`src/rtl/stream_pkg.sv`:
```
// Shared types and constants for the stream packer: output buffer state
// encoding and the dropped-word counter width.
package stream_pkg;

  typedef enum logic [1:0] {
    EMPTY = 2'd0,
    ONE   = 2'd1,
    FULL  = 2'd2
  } buf_state_t;

  localparam int DROP_CNT_W = 16;

endpackage

```
`src/rtl/stream_skid2.sv`:
```
// Two-entry output buffer. The head entry drives the output; the tail entry
// holds one extra word. A push into a full, stalled buffer is reported as a drop.
module stream_skid2
  import stream_pkg::*;
#(
  parameter int DW = 11
) (
  input  logic          clk,
  input  logic          rst_n,
  input  logic          i_push,
  input  logic [DW-1:0] i_data,
  input  logic          i_rdy,
  output logic [DW-1:0] o_data,
  output logic          o_dv,
  output logic          o_drop
);

  buf_state_t    r_state;
  buf_state_t    w_state_nxt;
  logic [DW-1:0] r_head;
  logic [DW-1:0] r_tail;
  logic          w_pop;

  assign w_pop = (r_state != EMPTY) && i_rdy;

  // NOTE: sequential state uses non-blocking assignments so every flop samples pre-edge values.
  always_ff @(posedge clk or negedge rst_n) begin
    if (!rst_n) begin
      r_state <= EMPTY;
    end else begin
      r_state <= w_state_nxt;
    end
  end

  always_comb begin
    // NOTE: every combinational output gets a default first, so no path can infer a latch.
    w_state_nxt = r_state;
    case (r_state)
      EMPTY: if (i_push) w_state_nxt = ONE;
      ONE: begin
        if (i_push && !w_pop) w_state_nxt = FULL;
        else if (!i_push && w_pop) w_state_nxt = EMPTY;
      end
      FULL: if (w_pop && !i_push) w_state_nxt = ONE;
      default: w_state_nxt = EMPTY;
    endcase
  end

  // NOTE: the two data entries are reset too; at two words this is cheap and keeps DOUT defined.
  always_ff @(posedge clk or negedge rst_n) begin
    if (!rst_n) begin
      r_head <= '0;
      r_tail <= '0;
    end else begin
      case (r_state)
        EMPTY: if (i_push) r_head <= i_data;
        ONE: begin
          if (i_push && w_pop) r_head <= i_data;
          else if (i_push) r_tail <= i_data;
        end
        FULL: begin
          // A push while full only lands if the head leaves in the same cycle.
          if (w_pop) begin
            r_head <= r_tail;
            if (i_push) r_tail <= i_data;
          end
        end
        default: ;
      endcase
    end
  end

  always_comb begin
    o_dv   = 1'b0;
    o_data = '0;
    o_drop = 1'b0;
    case (r_state)
      ONE: begin
        o_dv   = 1'b1;
        o_data = r_head;
      end
      FULL: begin
        o_dv   = 1'b1;
        o_data = r_head;
        o_drop = i_push && !i_rdy;
      end
      default: ;
    endcase
  end

endmodule

```
`src/rtl/stream_packer.sv`:
```
// Packs IN_WIDTH-bit samples into RATIO-lane words (first sample in lane 0)
// and feeds them through a 2-entry output buffer. Optional build macro:
// STREAM_PACKER_DROP_CNT_EN adds the saturating DROP_CNT output.
module stream_packer
  import stream_pkg::*;
#(
  parameter int IN_WIDTH = 2,
  parameter int RATIO    = 4
) (
  input  logic                      CLK,
  input  logic                      RST_N,
  input  logic [IN_WIDTH-1:0]       DIN,
  input  logic                      DIN_DV,
  input  logic                      FLUSH,
  output logic [IN_WIDTH*RATIO-1:0] DOUT,
  output logic [$clog2(RATIO):0]    DOUT_CNT,
  output logic                      DOUT_DV,
  input  logic                      DOUT_RDY,
  output logic                      OVERFLOW,
  input  logic                      OVF_CLR
`ifdef STREAM_PACKER_DROP_CNT_EN
  ,
  output logic [DROP_CNT_W-1:0]     DROP_CNT
`endif
);

  localparam int OW = IN_WIDTH * RATIO;
  localparam int LW = $clog2(RATIO);
  localparam int CW = LW + 1;

  logic [LW-1:0]    r_lane;
  logic [OW-1:0]    r_acc;
  logic [OW-1:0]    w_word;
  logic [CW-1:0]    w_fill;
  logic             w_last;
  logic             w_push;
  logic             w_drop;
  logic [CW+OW-1:0] w_buf_out;
  logic             r_overflow;

  // The current sample is merged before the push decision, so a FLUSH in the
  // same cycle as DIN_DV carries that sample.
  always_comb begin
    w_word = r_acc;
    if (DIN_DV) w_word[int'(r_lane)*IN_WIDTH +: IN_WIDTH] = DIN;
  end

  assign w_last = DIN_DV && (r_lane == LW'(RATIO - 1));
  assign w_fill = {1'b0, r_lane} + CW'(DIN_DV);
  assign w_push = w_last || (FLUSH && (w_fill != '0));

  // The accumulator is cleared on every push so unused lanes of a flushed word read zero.
  always_ff @(posedge CLK or negedge RST_N) begin
    if (!RST_N) begin
      r_lane <= '0;
      r_acc  <= '0;
    end else if (w_push) begin
      r_lane <= '0;
      r_acc  <= '0;
    end else if (DIN_DV) begin
      r_lane <= r_lane + LW'(1);
      r_acc  <= w_word;
    end
  end

  stream_skid2 #(
    .DW(CW + OW)
  ) u_skid (
    .clk    (CLK),
    .rst_n  (RST_N),
    .i_push (w_push),
    .i_data ({w_fill, w_word}),
    .i_rdy  (DOUT_RDY),
    .o_data (w_buf_out),
    .o_dv   (DOUT_DV),
    .o_drop (w_drop)
  );

  assign {DOUT_CNT, DOUT} = w_buf_out;

  // Set wins over clear so a drop in the clearing cycle is never lost.
  always_ff @(posedge CLK or negedge RST_N) begin
    if (!RST_N) begin
      r_overflow <= 1'b0;
    end else if (w_drop) begin
      r_overflow <= 1'b1;
    end else if (OVF_CLR) begin
      r_overflow <= 1'b0;
    end
  end

  assign OVERFLOW = r_overflow;

`ifdef STREAM_PACKER_DROP_CNT_EN
  logic [DROP_CNT_W-1:0] r_drop_cnt;

  always_ff @(posedge CLK or negedge RST_N) begin
    if (!RST_N) begin
      r_drop_cnt <= '0;
    end else if (OVF_CLR) begin
      r_drop_cnt <= DROP_CNT_W'(w_drop);
    end else if (w_drop && (r_drop_cnt != '1)) begin
      r_drop_cnt <= r_drop_cnt + DROP_CNT_W'(1);
    end
  end

  assign DROP_CNT = r_drop_cnt;
`else
  // Without the counter, dropped words are visible only through OVERFLOW.
`endif

endmodule

```
`config.mk`:
```
export PLATFORM = sky130hd
export DESIGN_NAME = stream_packer
export DESIGN_NICKNAME = d
export VERILOG_FILES = /design/src/rtl/stream_pkg.sv /design/src/rtl/stream_skid2.sv /design/src/rtl/stream_packer.sv
export SDC_FILE = /design/constraint.sdc
export NUM_CORES = 1
export LEC_CHECK = 0
export BUFFER_PORTS_ARGS = -buffer_cell sky130_fd_sc_hd__buf_2
export CORE_UTILIZATION = 50
export DETAILED_ROUTE_END_ITERATION = 8
export GPL_TIMING_DRIVEN = 0
export PLACE_DENSITY = 0.79
export SLEW_MARGIN = 10
export SYNTH_ARGS = -nofsm -noshare
export SYNTH_HDL_FRONTEND = slang
export SYNTH_HIERARCHICAL = 1
export SYNTH_SLANG_ARGS = --single-unit
```
`constraint.sdc`:
```
create_clock -name CLK -period 7.3 [get_ports CLK]
set_clock_uncertainty 0.2 [all_clocks]
set_input_delay 0.73 -clock CLK [delete_from_list [all_inputs] [get_ports CLK]]
set_output_delay 0.73 -clock CLK [all_outputs]
set_load 0.01 [all_outputs]
```
==> summary.txt <==
Timing
  – Final max-slew violation count: 0
  – Period utilization: 41.05%
  – Crit path time final: 2.996 ns
  – RSZ-0062 raised after global routing: false
  – Fin. Hold Viols: 0
  – Final setup TNS: 0 ns
  – Max-slew headroom: 47.65%
  – Slew @ Worst Pin: 0.7853 ns
  – # setup viols final: 0
  – Fmax: 333.7 MHz
  – Fin Hold WS: 0.2844 ns

Critical path
  – CP Capture Type: flop
  – Crit path DAT: 2.98 ns
  – Critical Path Start Type: input port
  – Critical Path RT: 7.28 ns
  – Critical path peak fanout: 10
  – Worst setup path class: input port to flop

Clock tree
  – Post-CTS Resized: 0
  – Sink Count: 35
  – Setup Buffers After CTS: 0
  – Clk Latency, worst-skew pair: 0.29 ns
  – Clock tree buffer depth: 2
  – Max H-tree Level: 2
  – Cts bufs inserted: 5
  – Clock transition at path regs: 0.07 ns
  – TritonCTS clock tree: yes
  – Hold buffers post-CTS: 0
  – Root Buffer: clkbuf_8

Synth
  – Syn Nets: 198
  – Synthesized area: 0.002077 mm2
  – Top_reg_cell synth: dfrtp_1
  – Async SR Flop Fraction: 100.0%
  – Synth warnings: 6
  – Synth unique cells: 40
  – Mapped Cells: 178
  – Register bit total from synthesis: 35
  – Avg Synthesized Cell Area: 11.67 um2
  – Sequential area share after synthesis: 42.17%
  – Number of synthesized flops with an enable pin: 0

Die
  – I/O pin total: 21
  – Die W: 66.45 um
  – Site Rows: 23
  – Chip Height: 66.45 um
  – Die area: 0.004416 mm2
  – Starting Density: 51.92%
  – CORE AREA: 0.004000 mm2

Finish
  – Area Overhead vs Synth: 13.25%
  – Antenna fix cells: 0
  – Nets@finish: 225
  – Final cell count without fillers: 256
  – Layout cells sized above 1: 36.41%
  – Fin area: 0.002352 mm2

Placed design
  – Gp weighted congestion: 0.7941
  – Detailed placement HPWL: 2.610 mm
  – Dpl cells: 248
  – I/O Buffers: 20
  – DP Area: 0.002240 mm2

Hold path
  – HP Class: flop to flop

Detailed routing
  – Routed Antenna Nets: 0
  – Total number of vias: 1430
  – Total Wirelength: 3.652 mm
  – Post-DR vias/cell: 5.586
  – Residual DRC count: 0
  – Average wire per cell in the routed design: 14.27 um
  – DRT Pass-1 Iters: 4
  – Detailed Route Iter0 Violations: 72

Power and ir drop
  – Maximum VDD drop: 0.1827 mV
  – Leak: 1.193 nW
  – PnR Total Power: 0.7946 mW
  – P per Cell Area: 337.8 mW/mm2

Global route
  – Largest net degree at the start of global routing: 36
  – Initial antenna violation count: 0
  – First-pass GRT wire length: 6.127 mm
  – Global-route usage over all layers: 19.07%
  – Vias in the first global route: 1267
  – GRT overflow: 0

Status
  – Outcome: finished, final reports clean

Run
  – Max Cap Violations: 0
[logic make-up after synthesis]
kind of cell               share of synthesized area (%)
AOI/OAI and AO/OA                                  10.30
and+or+nand+nor                                    15.36
muxes                                              20.66
DFF                                                42.17
adders and majority gates                          7.229
buffers and inverters                              4.276
[synth_stat cells (2+ instances only)]
cell,n,share of area [%]
mux2_4,10,7.2
inv_1,8,1.4
dfrtp_1,35,42
a21oi_1,3,0.72
nor2_1,9,1.6
nand2b_1,2,0.60
ha_1,12,7.2
mux2_2,23,12
nand2_1,12,2.2
nand3b_1,2,0.72
buf_4,2,0.72
a22o_1,8,3.4
clkbuf_1,3,0.54
nand4_1,2,0.60
o21ai_0,4,0.96
mux2i_1,2,0.96
buf_6,2,1.1
a32oi_1,3,1.3
a22oi_1,3,1.1
and2_1,12,3.6
and3b_1,2,0.84
[final timing paths]
kind                            from                end  slack (ns)  cells after the start
max                           DIN_DV   u_skid/r_head[5]        4.30                     10
min                         OVERFLOW           OVERFLOW        0.28                      1
max reg2reg                r_lane[0]   u_skid/r_head[5]        4.47                      9
min reg2reg                 OVERFLOW           OVERFLOW        0.28                      1
max in group asynchronous      RST_N   u_skid/r_tail[3]        6.08                      1
min in group asynchronous      RST_N  u_skid/r_state[1]        0.32                      1
[state kept, by name, summed over array words and instances, names as in the netlist]
signal / count
u_skid/r_state: 2
OVERFLOW: 1
r_lane: 2
u_skid/r_tail: 11
u_skid/r_head: 11
r_acc: 8
[cell usage in the layout, fill, tap and decap left out, types with 3 or more instances in the layout]
cell type  count
nand2_1       12
nor2_1         9
clkbuf_8       5
dfrtp_1       35
a21oi_1        3
mux2_2        23
inv_1          8
clkbuf_1       3
a32oi_1        3
buf_2         21
ha_1          12
a22o_1         8
and2_1        12
mux2_4        10
a22oi_1        3
o21ai_0        4
[per-stage QoR]
step                      util, %  worst slack, ns
after floorplan                 -            4.377
after global placement      55.99            4.050
after detailed placement    55.99            4.009
after CTS                   58.81            4.330
after global routing        58.81            4.211
final                       58.81            4.304
[final cells by class]
class                   instances  area [um2]
plain buffers                   9       58.81
clock buffers                   5       68.82
clock inverters                 3       43.79
fillers                       331        1648
inverters                       8       30.03
multi-input cells             126        1112
flip-flops and latches         35       875.8
well taps                      50       62.56
repair buffers                 20       100.1
[where the power goes]
group	switching, mW	internal, mW
sequential	0.0225	0.231
combinational	0.191	0.177
clock	0.0722	0.102
total	0.285	0.509
[worst max-delay path, cell delays in order]
cell,delay (ns)
buf_2,0.14
ha_1,0.20
ha_1,0.30
o31a_1,0.31
nand2b_1,0.24
inv_1,0.19
a2111oi_2,0.10
nor3_2,0.24
buf_6,0.22
mux2_4,0.31
[metal layers]
metal | track usage, % | wire [um] | vias up
met5 | 0 | 0 | -
met4 | 7.979 | 65 | 0
met3 | 5.137 | 144 | 6
met2 | 28.32 | 1604 | 35
met1 | 26.06 | 1837 | 693
li1 | - | - | 696
(Power assumes the default switching activity.)
